<file path="config.mk">
export PLATFORM = sky130hd
export DESIGN_NAME = gray_monitor_flat
export DESIGN_NICKNAME = d
export VERILOG_FILES = /design/src/rtl/gray_mon_pkg.sv /design/src/rtl/gray_monitor_if.sv /design/src/rtl/gray2bin.sv /design/src/rtl/gray_monitor.sv /design/src/flat_wrapper.sv
export SDC_FILE = /design/constraint.sdc
export NUM_CORES = 1
export LEC_CHECK = 0
export CAP_MARGIN = 10
export CORE_ASPECT_RATIO = 0.6
export CORE_MARGIN = 2
export CORE_UTILIZATION = 40
export CTS_CLUSTER_SIZE = 28
export DETAILED_ROUTE_END_ITERATION = 16
export GPL_TIMING_DRIVEN = 0
export PLACE_DENSITY_LB_ADDON = 0.12
export SETUP_SLACK_MARGIN = 0.05
export SLEW_MARGIN = 5
export SYNTH_ARGS = -nofsm -noshare
export SYNTH_HDL_FRONTEND = slang
export SYNTH_HIERARCHICAL = 1
export SYNTH_SLANG_ARGS = --single-unit
export TNS_END_PERCENT = 20
</file>
<file path="constraint.sdc">
create_clock -name Clk -period 4.01 [get_ports Clk]
set_clock_uncertainty 0.15 [all_clocks]
set_input_delay 1.203 -clock Clk [delete_from_list [all_inputs] [get_ports Clk]]
set_output_delay 1.203 -clock Clk [all_outputs]
set_load 0.05 [all_outputs]
</file>
<file path="src/rtl/gray_mon_pkg.sv">
// Shared encodings for the Gray sequence monitor: FSM states and error cause codes.
package gray_mon_pkg;

  typedef enum logic [1:0] {
    IDLE  = 2'd0,
    TRACK = 2'd1,
    ERROR = 2'd2
  } state_e;

  typedef enum logic [1:0] {
    ERR_NONE  = 2'b00,
    ERR_MULTI = 2'b01,
    ERR_ORDER = 2'b10,
    ERR_OVF   = 2'b11
  } err_e;

endpackage

</file>
<file path="src/rtl/gray_monitor_if.sv">
// Bundle between the Gray counter side (master) and the monitor (slave).
// Optional macro GRAY_MON_DOWN_EN adds the Dir output.
interface gray_monitor_if #(
  parameter int unsigned WIDTH  = 3,
  parameter int unsigned WRAP_W = 8
);

  logic [WIDTH-1:0]  GrayIn;
  logic              OverflowIn;
  logic              Resync;
  logic              Clear;
  logic [WIDTH-1:0]  BinOut;
  logic              Step;
  logic [WRAP_W-1:0] WrapCount;
  logic              Error;
  logic [1:0]        ErrCode;

`ifdef GRAY_MON_DOWN_EN
  logic              Dir;

  modport master (
    output GrayIn, OverflowIn, Resync, Clear,
    input  BinOut, Step, WrapCount, Error, ErrCode, Dir
  );

  modport slave (
    input  GrayIn, OverflowIn, Resync, Clear,
    output BinOut, Step, WrapCount, Error, ErrCode, Dir
  );
`else
  modport master (
    output GrayIn, OverflowIn, Resync, Clear,
    input  BinOut, Step, WrapCount, Error, ErrCode
  );

  modport slave (
    input  GrayIn, OverflowIn, Resync, Clear,
    output BinOut, Step, WrapCount, Error, ErrCode
  );
`endif

endinterface

</file>
<file path="src/rtl/gray2bin.sv">
// Combinational Gray-to-binary converter.
module gray2bin #(
  parameter int unsigned WIDTH = 3
) (
  input  logic [WIDTH-1:0] i_gray,
  output logic [WIDTH-1:0] o_bin
);

  // Each binary bit is the XOR of all Gray bits at or above it.
  always_comb begin
    o_bin = '0;
    for (int i = 0; i < int'(WIDTH); i++) begin
      o_bin[i] = ^(i_gray >> i);
    end
  end

endmodule

</file>
<file path="src/rtl/gray_monitor.sv">
// Gray sequence monitor: converts sampled Gray codes to binary, checks single-step increments,
// counts wraps and latches a sticky error cause. Macro GRAY_MON_DOWN_EN also accepts decrements.
module gray_monitor
  import gray_mon_pkg::*;
#(
  parameter int unsigned WIDTH  = 3,
  parameter int unsigned WRAP_W = 8
) (
  input logic           Clk,
  input logic           Reset,
  gray_monitor_if.slave mon
);

  localparam logic [WIDTH-1:0] LsbOne = WIDTH'(1);

  state_e            r_state, w_state_nxt;
  logic [WIDTH-1:0]  r_prev_gray, w_prev_gray_nxt;
  logic              r_prev_ovf, w_prev_ovf_nxt;
  logic [WIDTH-1:0]  r_bin, w_bin_nxt;
  logic              r_step, w_step_nxt;
  logic [WRAP_W-1:0] r_wrap, w_wrap_nxt;
  logic              r_err, w_err_nxt;
  err_e              r_code, w_code_nxt;
  logic              r_dir, w_dir_nxt;

  logic [WIDTH-1:0]  w_bin_in, w_bin_prev, w_diff;
  logic              w_multi, w_inc, w_at_max;
  logic              w_accept, w_wrap_evt, w_down;
  err_e              w_fault;
`ifdef GRAY_MON_DOWN_EN
  logic              w_dec;
`endif

  gray2bin #(.WIDTH(WIDTH)) u_g2b_in (
    .i_gray (mon.GrayIn),
    .o_bin  (w_bin_in)
  );

  gray2bin #(.WIDTH(WIDTH)) u_g2b_prev (
    .i_gray (r_prev_gray),
    .o_bin  (w_bin_prev)
  );

  assign w_diff   = mon.GrayIn ^ r_prev_gray;
  // Clearing the lowest set bit leaves something only if more than one bit flipped.
  assign w_multi  = (w_diff & (w_diff - LsbOne)) != '0;
  assign w_inc    = w_bin_in == (w_bin_prev + LsbOne);
  assign w_at_max = &w_bin_prev;
`ifdef GRAY_MON_DOWN_EN
  assign w_dec    = w_bin_in == (w_bin_prev - LsbOne);
`endif

  // Classify the current sample against the previous accepted one.
  always_comb begin
    w_fault    = ERR_NONE;
    w_accept   = 1'b0;
    w_wrap_evt = 1'b0;
    w_down     = 1'b0;
    if (w_diff == '0) begin
      if (mon.OverflowIn != r_prev_ovf) w_fault = ERR_OVF;
    end else if (w_multi) begin
      w_fault = ERR_MULTI;
    end else if (w_inc) begin
      if (w_at_max) begin
        if (!mon.OverflowIn) begin
          w_fault = ERR_OVF;
        end else begin
          w_accept   = 1'b1;
          w_wrap_evt = 1'b1;
        end
      end else if (mon.OverflowIn != r_prev_ovf) begin
        w_fault = ERR_OVF;
      end else begin
        w_accept = 1'b1;
      end
`ifdef GRAY_MON_DOWN_EN
    end else if (w_dec) begin
      if (mon.OverflowIn != r_prev_ovf) begin
        w_fault = ERR_OVF;
      end else begin
        w_accept = 1'b1;
        w_down   = 1'b1;
      end
`endif
    end else begin
      w_fault = ERR_ORDER;
    end
  end

  always_ff @(posedge Clk) begin
    if (Reset) begin
      r_state     <= IDLE;
      r_prev_gray <= '0;
      r_prev_ovf  <= 1'b0;
      r_bin       <= '0;
      r_step      <= 1'b0;
      r_wrap      <= '0;
      r_err       <= 1'b0;
      r_code      <= ERR_NONE;
      r_dir       <= 1'b1;
    end else begin
      r_state     <= w_state_nxt;
      r_prev_gray <= w_prev_gray_nxt;
      r_prev_ovf  <= w_prev_ovf_nxt;
      r_bin       <= w_bin_nxt;
      r_step      <= w_step_nxt;
      r_wrap      <= w_wrap_nxt;
      r_err       <= w_err_nxt;
      r_code      <= w_code_nxt;
      r_dir       <= w_dir_nxt;
    end
  end

  always_comb begin
    w_state_nxt = r_state;
    if (mon.Clear) begin
      w_state_nxt = IDLE;
    end else begin
      unique case (r_state)
        IDLE:    w_state_nxt = TRACK;
        TRACK:   if (!mon.Resync && w_fault != ERR_NONE) w_state_nxt = ERROR;
        ERROR:   w_state_nxt = ERROR;
        default: w_state_nxt = IDLE;
      endcase
    end
  end

  always_comb begin
    w_prev_gray_nxt = r_prev_gray;
    w_prev_ovf_nxt  = r_prev_ovf;
    w_bin_nxt       = r_bin;
    w_step_nxt      = 1'b0;
    w_wrap_nxt      = r_wrap;
    w_err_nxt       = r_err;
    w_code_nxt      = r_code;
    w_dir_nxt       = r_dir;
    if (mon.Clear) begin
      w_err_nxt  = 1'b0;
      w_code_nxt = ERR_NONE;
      w_wrap_nxt = '0;
    end else if (r_state == IDLE || (r_state == TRACK && mon.Resync)) begin
      w_prev_gray_nxt = mon.GrayIn;
      w_prev_ovf_nxt  = mon.OverflowIn;
      w_bin_nxt       = w_bin_in;
    end else if (r_state == TRACK) begin
      if (w_fault != ERR_NONE) begin
        w_err_nxt  = 1'b1;
        w_code_nxt = w_fault;
      end else if (w_accept) begin
        w_step_nxt      = 1'b1;
        w_bin_nxt       = w_bin_in;
        w_prev_gray_nxt = mon.GrayIn;
        w_prev_ovf_nxt  = mon.OverflowIn;
        w_dir_nxt       = !w_down;
        if (w_wrap_evt && !(&r_wrap)) w_wrap_nxt = r_wrap + WRAP_W'(1);
      end
    end
  end

  assign mon.BinOut    = r_bin;
  assign mon.Step      = r_step;
  assign mon.WrapCount = r_wrap;
  assign mon.Error     = r_err;
  assign mon.ErrCode   = r_code;
`ifdef GRAY_MON_DOWN_EN
  assign mon.Dir       = r_dir;
`else
  logic w_unused_dir;
  assign w_unused_dir = r_dir;
`endif

endmodule

</file>
<file path="src/flat_wrapper.sv">
// flat-port wrapper written by rule: the top's interface ports become plain ports
module gray_monitor_flat import gray_mon_pkg::*;
#(
  parameter int unsigned WIDTH  = 3,
  parameter int unsigned WRAP_W = 8
)
  (Clk, Reset, mon_GrayIn, mon_OverflowIn, mon_Resync, mon_Clear, mon_BinOut, mon_Step, mon_WrapCount, mon_Error, mon_ErrCode);
  gray_monitor_if #(.WIDTH(WIDTH), .WRAP_W(WRAP_W)) mon_i ();
  input logic Clk;
  input logic Reset;
  input wire logic [$bits(mon_i.GrayIn)-1:0] mon_GrayIn;
  input wire logic [$bits(mon_i.OverflowIn)-1:0] mon_OverflowIn;
  input wire logic [$bits(mon_i.Resync)-1:0] mon_Resync;
  input wire logic [$bits(mon_i.Clear)-1:0] mon_Clear;
  output wire logic [$bits(mon_i.BinOut)-1:0] mon_BinOut;
  output wire logic [$bits(mon_i.Step)-1:0] mon_Step;
  output wire logic [$bits(mon_i.WrapCount)-1:0] mon_WrapCount;
  output wire logic [$bits(mon_i.Error)-1:0] mon_Error;
  output wire logic [$bits(mon_i.ErrCode)-1:0] mon_ErrCode;
  assign mon_i.GrayIn = mon_GrayIn;
  assign mon_i.OverflowIn = mon_OverflowIn;
  assign mon_i.Resync = mon_Resync;
  assign mon_i.Clear = mon_Clear;
  assign mon_BinOut = mon_i.BinOut;
  assign mon_Step = mon_i.Step;
  assign mon_WrapCount = mon_i.WrapCount;
  assign mon_Error = mon_i.Error;
  assign mon_ErrCode = mon_i.ErrCode;
  gray_monitor #(.WIDTH(WIDTH), .WRAP_W(WRAP_W)) u_core (.Clk(Clk), .Reset(Reset), .mon(mon_i));
endmodule
</file>
* After elaboration in Yosys (flattened, before gate mapping)
Cells that the tools add are included.
W data, S select, Z words.
** Storage, ports and cells
- Flip-flop bits (word level) :: 21
- Bits in latches :: 0
- Memory bits (writable) :: 0
- ROM bits :: 0
- Input bits :: 8
- Output and inout port bits :: 15
- Memories kept :: 0
** Operators by class
- Add/subtract/negate cells :: 3
- $mul :: 0
- Div/mod/pow operators :: 0
- Magnitude comparators :: 0
- Equality and inequality tests :: 6
- Shift-type cells :: 0
- Muxes and demuxes :: 31
- Bitwise gates (word level) :: 6
- Reduce and logical (&&, ||, !) cells :: 25
** Operator list (number)
- $mux W3 :: 8
- $reduce_xor A3 Y1 :: 6
- $mux W1 :: 15
- $mux W2 :: 7
- $add A8 B1 Y8 const B :: 1
- $reduce_and A8 Y1 :: 1
- $pmux W2 S3 :: 1
- $reduce_and A3 Y1 :: 2
- $reduce_bool A2 Y1 :: 3
- $reduce_and A5 Y1 :: 1
- $reduce_or A5 Y1 :: 1
- $not A1 Y1 :: 4
- $reduce_and A4 Y1 :: 1
- $add A3 B1 Y3 const B :: 1
- $and A3 B3 Y3 :: 1
- $eq A3 B3 Y1 :: 1
- $logic_and A1 B1 Y1 :: 3
- $logic_not A3 Y1 :: 1
- $reduce_bool A3 Y1 :: 1
- $sub A3 B1 Y3 const B :: 1
- $xor A3 B3 Y3 :: 1
- $eq A2 B1 Y1 const B :: 1
- $eq A2 B2 Y1 const B :: 1
- $logic_not A1 Y1 :: 2
- other kinds (6) :: 6

* Logic depth before layout (Yosys ltp)
- Depth after elaboration :: 10
- Depth in mapped cells :: 8
- Depth with buffers taken out :: 8

* By module
The synthesis kept the hierarchy.
** Modules (own cells, without submodules)
- gray_monitor :: times used 1, cells each 144, area each 1295.0 um2, seq. area each 420.4 um2
- gray2bin :: times used 2, cells each 3, area each 40.0 um2, seq. area each 0.0 um2

* Worst setup path before layout
Ideal clock, no wire load.
- Path type :: input to register
- From :: input mon_GrayIn[1]
- To :: register u_core.r_wrap[5], in the netlist u_core/mon.WrapCount[5]
- Arrival :: 2.915 ns
- Slack :: 0.875 ns
- Cell stages on the path :: 6
- Path buffers :: 0
- Path through :: xor3_1 > xor2_1 > nand3_2 > or4_1 > or3_1 > a21oi_1
** Between the ends
- Cells in the longest elaborated chain, start to end :: 9
** Ends and longest elaborated chain
- start: declaration :: RTL line flat_wrapper.sv:11 : input wire logic [$bits(mon_i.GrayIn)-1:0] mon_GrayIn;
- $xor A3 B3 Y3 :: RTL line gray_monitor.sv:44 : assign w_diff = mon.GrayIn ^ r_prev_gray;
- $sub A3 B1 Y3 :: RTL line gray_monitor.sv:46 : assign w_multi = (w_diff & (w_diff - LsbOne)) != '0;
- $and A3 B3 Y3 :: RTL line gray_monitor.sv:46
- $reduce_bool A3 Y1 :: RTL line gray_monitor.sv:46
- $mux W2 :: RTL line gray_monitor.sv:61 : end else if (w_multi) begin
- $mux W2 :: RTL line gray_monitor.sv:59 : if (w_diff == '0) begin
- $reduce_bool A2 Y1 :: RTL line gray_monitor.sv:146 : if (w_fault != ERR_NONE) begin
- $not A1 Y1 (no line)
- $reduce_and A5 Y1 (no line) *
- end signal: assignment :: RTL line gray_monitor.sv:107 : r_wrap <= w_wrap_nxt;
- end: declaration :: RTL line gray_monitor.sv:21 : logic [WRAP_W-1:0] r_wrap, w_wrap_nxt;
Mark *: on every way between the ends. The rest lies on a longest branch, timed or not.
A chain may end at the register's enable or synchronous reset.

* Worst setup path in the final report
- From :: input mon_GrayIn[1]
- To :: register u_core.r_wrap[7], in the netlist u_core/mon.WrapCount[7]
** RTL lines
- $reduce_xor A3 Y1 * :: RTL line gray2bin.sv:13 : o_bin[i] = ^(i_gray >> i);
- via u_core.w_bin_in[0] :: RTL line gray_monitor.sv:26 : logic [WIDTH-1:0] w_bin_in, w_bin_prev, w_diff;
- $eq A3 B3 Y1 * :: RTL line gray_monitor.sv:47 : assign w_inc = w_bin_in == (w_bin_prev + LsbOne);
- $mux W2 :: RTL line gray_monitor.sv:63 : end else if (w_inc) begin
- $mux W2 :: RTL line gray_monitor.sv:61
- $mux W2 :: RTL line gray_monitor.sv:59
- $reduce_bool A2 Y1 :: RTL line gray_monitor.sv:146
- $not A1 Y1 (no line)
- $reduce_and A5 Y1 (no line) *
The timed path passes the listed nets; every way through them passes the cells marked *.

==> results.toml <==
[floorplan]
start_util_pct = 42.1
die_area_um2 = 3940
row_count = 16
die_w_um = 79.7
fp.dieH_um = 49.4
ios = 23
coreArea_um2 = 3260

[synthesis]
synth_flop_cell = "dfxtp_1"
synth_area_per_cell_um2 = 9.17
ys_ff_latch = 21
synth.area.top_cells = "dfxtp_1 31%, nand2b_1 6.8%, mux2i_1 5.1%"
yosysWarnings = 6
synth_cell_types = 45
synthArstFlopShare_pct = 0
synth-edff-count = 0
synth_nets = 163
seq_area_frac_synth_pct = 30.6
synth_top_cell_by_area = "dfxtp_1"
syn_inst = 150
synthDominantCellAreaShare_pct = 30.6
synthesis.area_um2 = 1380

[clock_tree]
cts.repair.resized = 0
clkTransAtPathRegs_ps = 80
htree_num_levels = 1
clk_path_buf_depth = 2
root_buffer = "clkbuf_8"
tritoncts = "done"
clock_latency_ps = 260
numCtsBuffers = 3
post_cts_buffers = 0
cts_sinks = 21
cts_hold_buf = 0

[global_routing]
antenna_found_initial = 0
grt_pass1_vias = 1140
grt_pass1_wl_um = 5340
grt.total_usage_pct = 17.2
grt_overflow = 0
grt_max_degree = 13

[pwr]
switchingPower_uw = 172
clkPwrFrac_pct = 27.2
leakagePower_nw = 0.617
seq_power_share_pct = 42.8
internal-power_uw = 351
ir_drop_mv = 0.173
total_power_uw = 523
power.density_nw_per_um2 = 308
share_comb_of_total_power_pct = 30.0
p_sw_share_pct = 32.9

[worst_setup_path]
endpoint_kind = "register"
worstPathRequired_ps = 4050
crit_path_max_fanout = 9
crit-reg2reg-launch = "u_core/r_prev_gray[1]"
rr_worst_depth = 8
rrSetupSlack_ps = 760
crit_path_start_kind = "primary input"
startpoint = "mon_GrayIn[1]"
timing.rr.end = "u_core/mon.WrapCount[7]"
cp.arrival_ps = 3850
critical_path_class = "in2reg"

[sta]
worstMarginPinSlew_ps = 547
slew_headroom_pct = 63.2
post-route-min-period_ps = 3810
grt_setup_unrepaired = "false"
finalMaxSlewViolations = 0
post-route-period-util_pct = 95.1
hold_violations = 0
setup_viol_count_final = 0
max_freq_mhz = 262

[cells_and_area]
multi_input_area_um2 = 920
register_area_um2 = 420
area_growth_pct = 23.5
final_cell_mix = "22 x clkdlybuf4s50_1, 21 x dfxtp_1, 15 x nand2b_1"
final_util_pct = 52.0
drive_above_1_share_pct = 8.52
num_antenna_cells = 0
final_nets = 190
fill_cells = 317
final_common_cell = "clkdlybuf4s50_1"

[placement]
io_buffers = 22
hpwl_um = 2460
place_congestion = 0.811

[detailed_routing]
remaining_drc_errors = 0
vias_per_cell = 5.42
wl_per_cell_um = 14.4
vias = 1197
drt_pass1_iterations = 4
detail_route.iter0.violations = 42
antenna_left = 0
wl_um = 3190

[min_path]
holdPathStages = 1
hp-class = "reg2reg"
min-delay-start = "u_core/mon.Error"
min_to = "u_core/mon.Error"

[outcome]
status = "finished clean"

[job]
maxCapViolCount = 0
[worst max-delay path by stage]
stage                     cells past startpoint                      end  slack [ps]
after floorplan                               6  u_core/mon.WrapCount[5]         870
after global placement                        7  u_core/mon.WrapCount[5]          20
after detailed placement                      7  u_core/mon.WrapCount[7]         -50
after CTS                                     7  u_core/mon.WrapCount[7]         210
after global routing                          7  u_core/mon.WrapCount[6]          60
final                                         7  u_core/mon.WrapCount[7]         200
[state kept, by name, indices dropped and copies added, names as in the netlist]
signal	count
u_core/mon.Error	1
u_core/mon.WrapCount	8
u_core/mon.BinOut	3
u_core/r_prev_gray	3
u_core/mon.ErrCode	2
u_core/r_prev_ovf	1
u_core/r_state	2
u_core/mon.Step	1
[cells in the mapped netlist, types with 2 or more instances]
master	count
nand3_1	9
maj3_1	2
or4_1	4
clkbuf_1	2
xor3_1	2
o211ai_1	2
nor3b_1	2
buf_4	2
a21oi_1	9
inv_1	2
o21ai_0	8
o21a_1	2
dfxtp_1	21
o31ai_1	2
mux2i_1	7
xnor2_1	5
ha_1	5
o21ai_1	2
nor2_1	5
or3_1	6
nand2b_1	15
xor2_1	8
nand2_1	6
[stage by stage]
step	instance area (µm²)	hold WS (ps)	setup slack, ps	setup TNS (ps)	std cells
after CTS	1700	335	210	0	221
after detailed placement	1650	314	-51.1	-91.2	217
after global placement	1650	300	20.3	0	217
after floorplan	1380	294	875	0	150
after global routing	1700	359	59.5	0	221
final	1700	326	195	0	221
[power groups by stage]
stage | logic, mW | clock network (mW) | registers, mW
finish | 0.157 | 0.142 | 0.224
global route | 0.170 | 0.160 | 0.225
CTS | 0.156 | 0.149 | 0.224
detailed placement | 0.155 | 0 | 0.228
global placement | 0.149 | 0 | 0.228
floorplan | 0.103 | 0 | 0.238
[layout make-up]
type | instances | share of cell area [%]
plain buffers | 5 | 1.62
clock buffers | 3 | 2.43
clock inverters | 1 | 0.295
inverters | 2 | 0.442
multi-input cells | 122 | 54.2
flip-flops and latches | 21 | 24.8
well taps | 45 | 3.32
repair buffers | 22 | 13.0
[critical path, cell delays in order]
cell             delay [ps]
clkdlybuf4s50_1         590
xor3_1                  480
xor2_1                  280
nand3_2                 240
or4_1                   580
or3_1                   310
a21oi_1                 160
[cell families after synthesis]
logic type               share of synthesized area [%]
flip-flops                                        30.6
adder cells (fa/ha/maj)                           6.01
AO/OA/AOI/OAI                                     18.4
XOR/XNOR                                          12.9
AND/OR/NAND/NOR                                   24.5
multiplexers                                      5.10
buffers and inverters                             2.55
[layer usage]
metal	wire (µm)	track usage, %
met1	1630	23.9
met2	1420	27.6
met3	127	4.44
met4	13	2.59
met5	0	0
(Power assumes the default switching activity.)
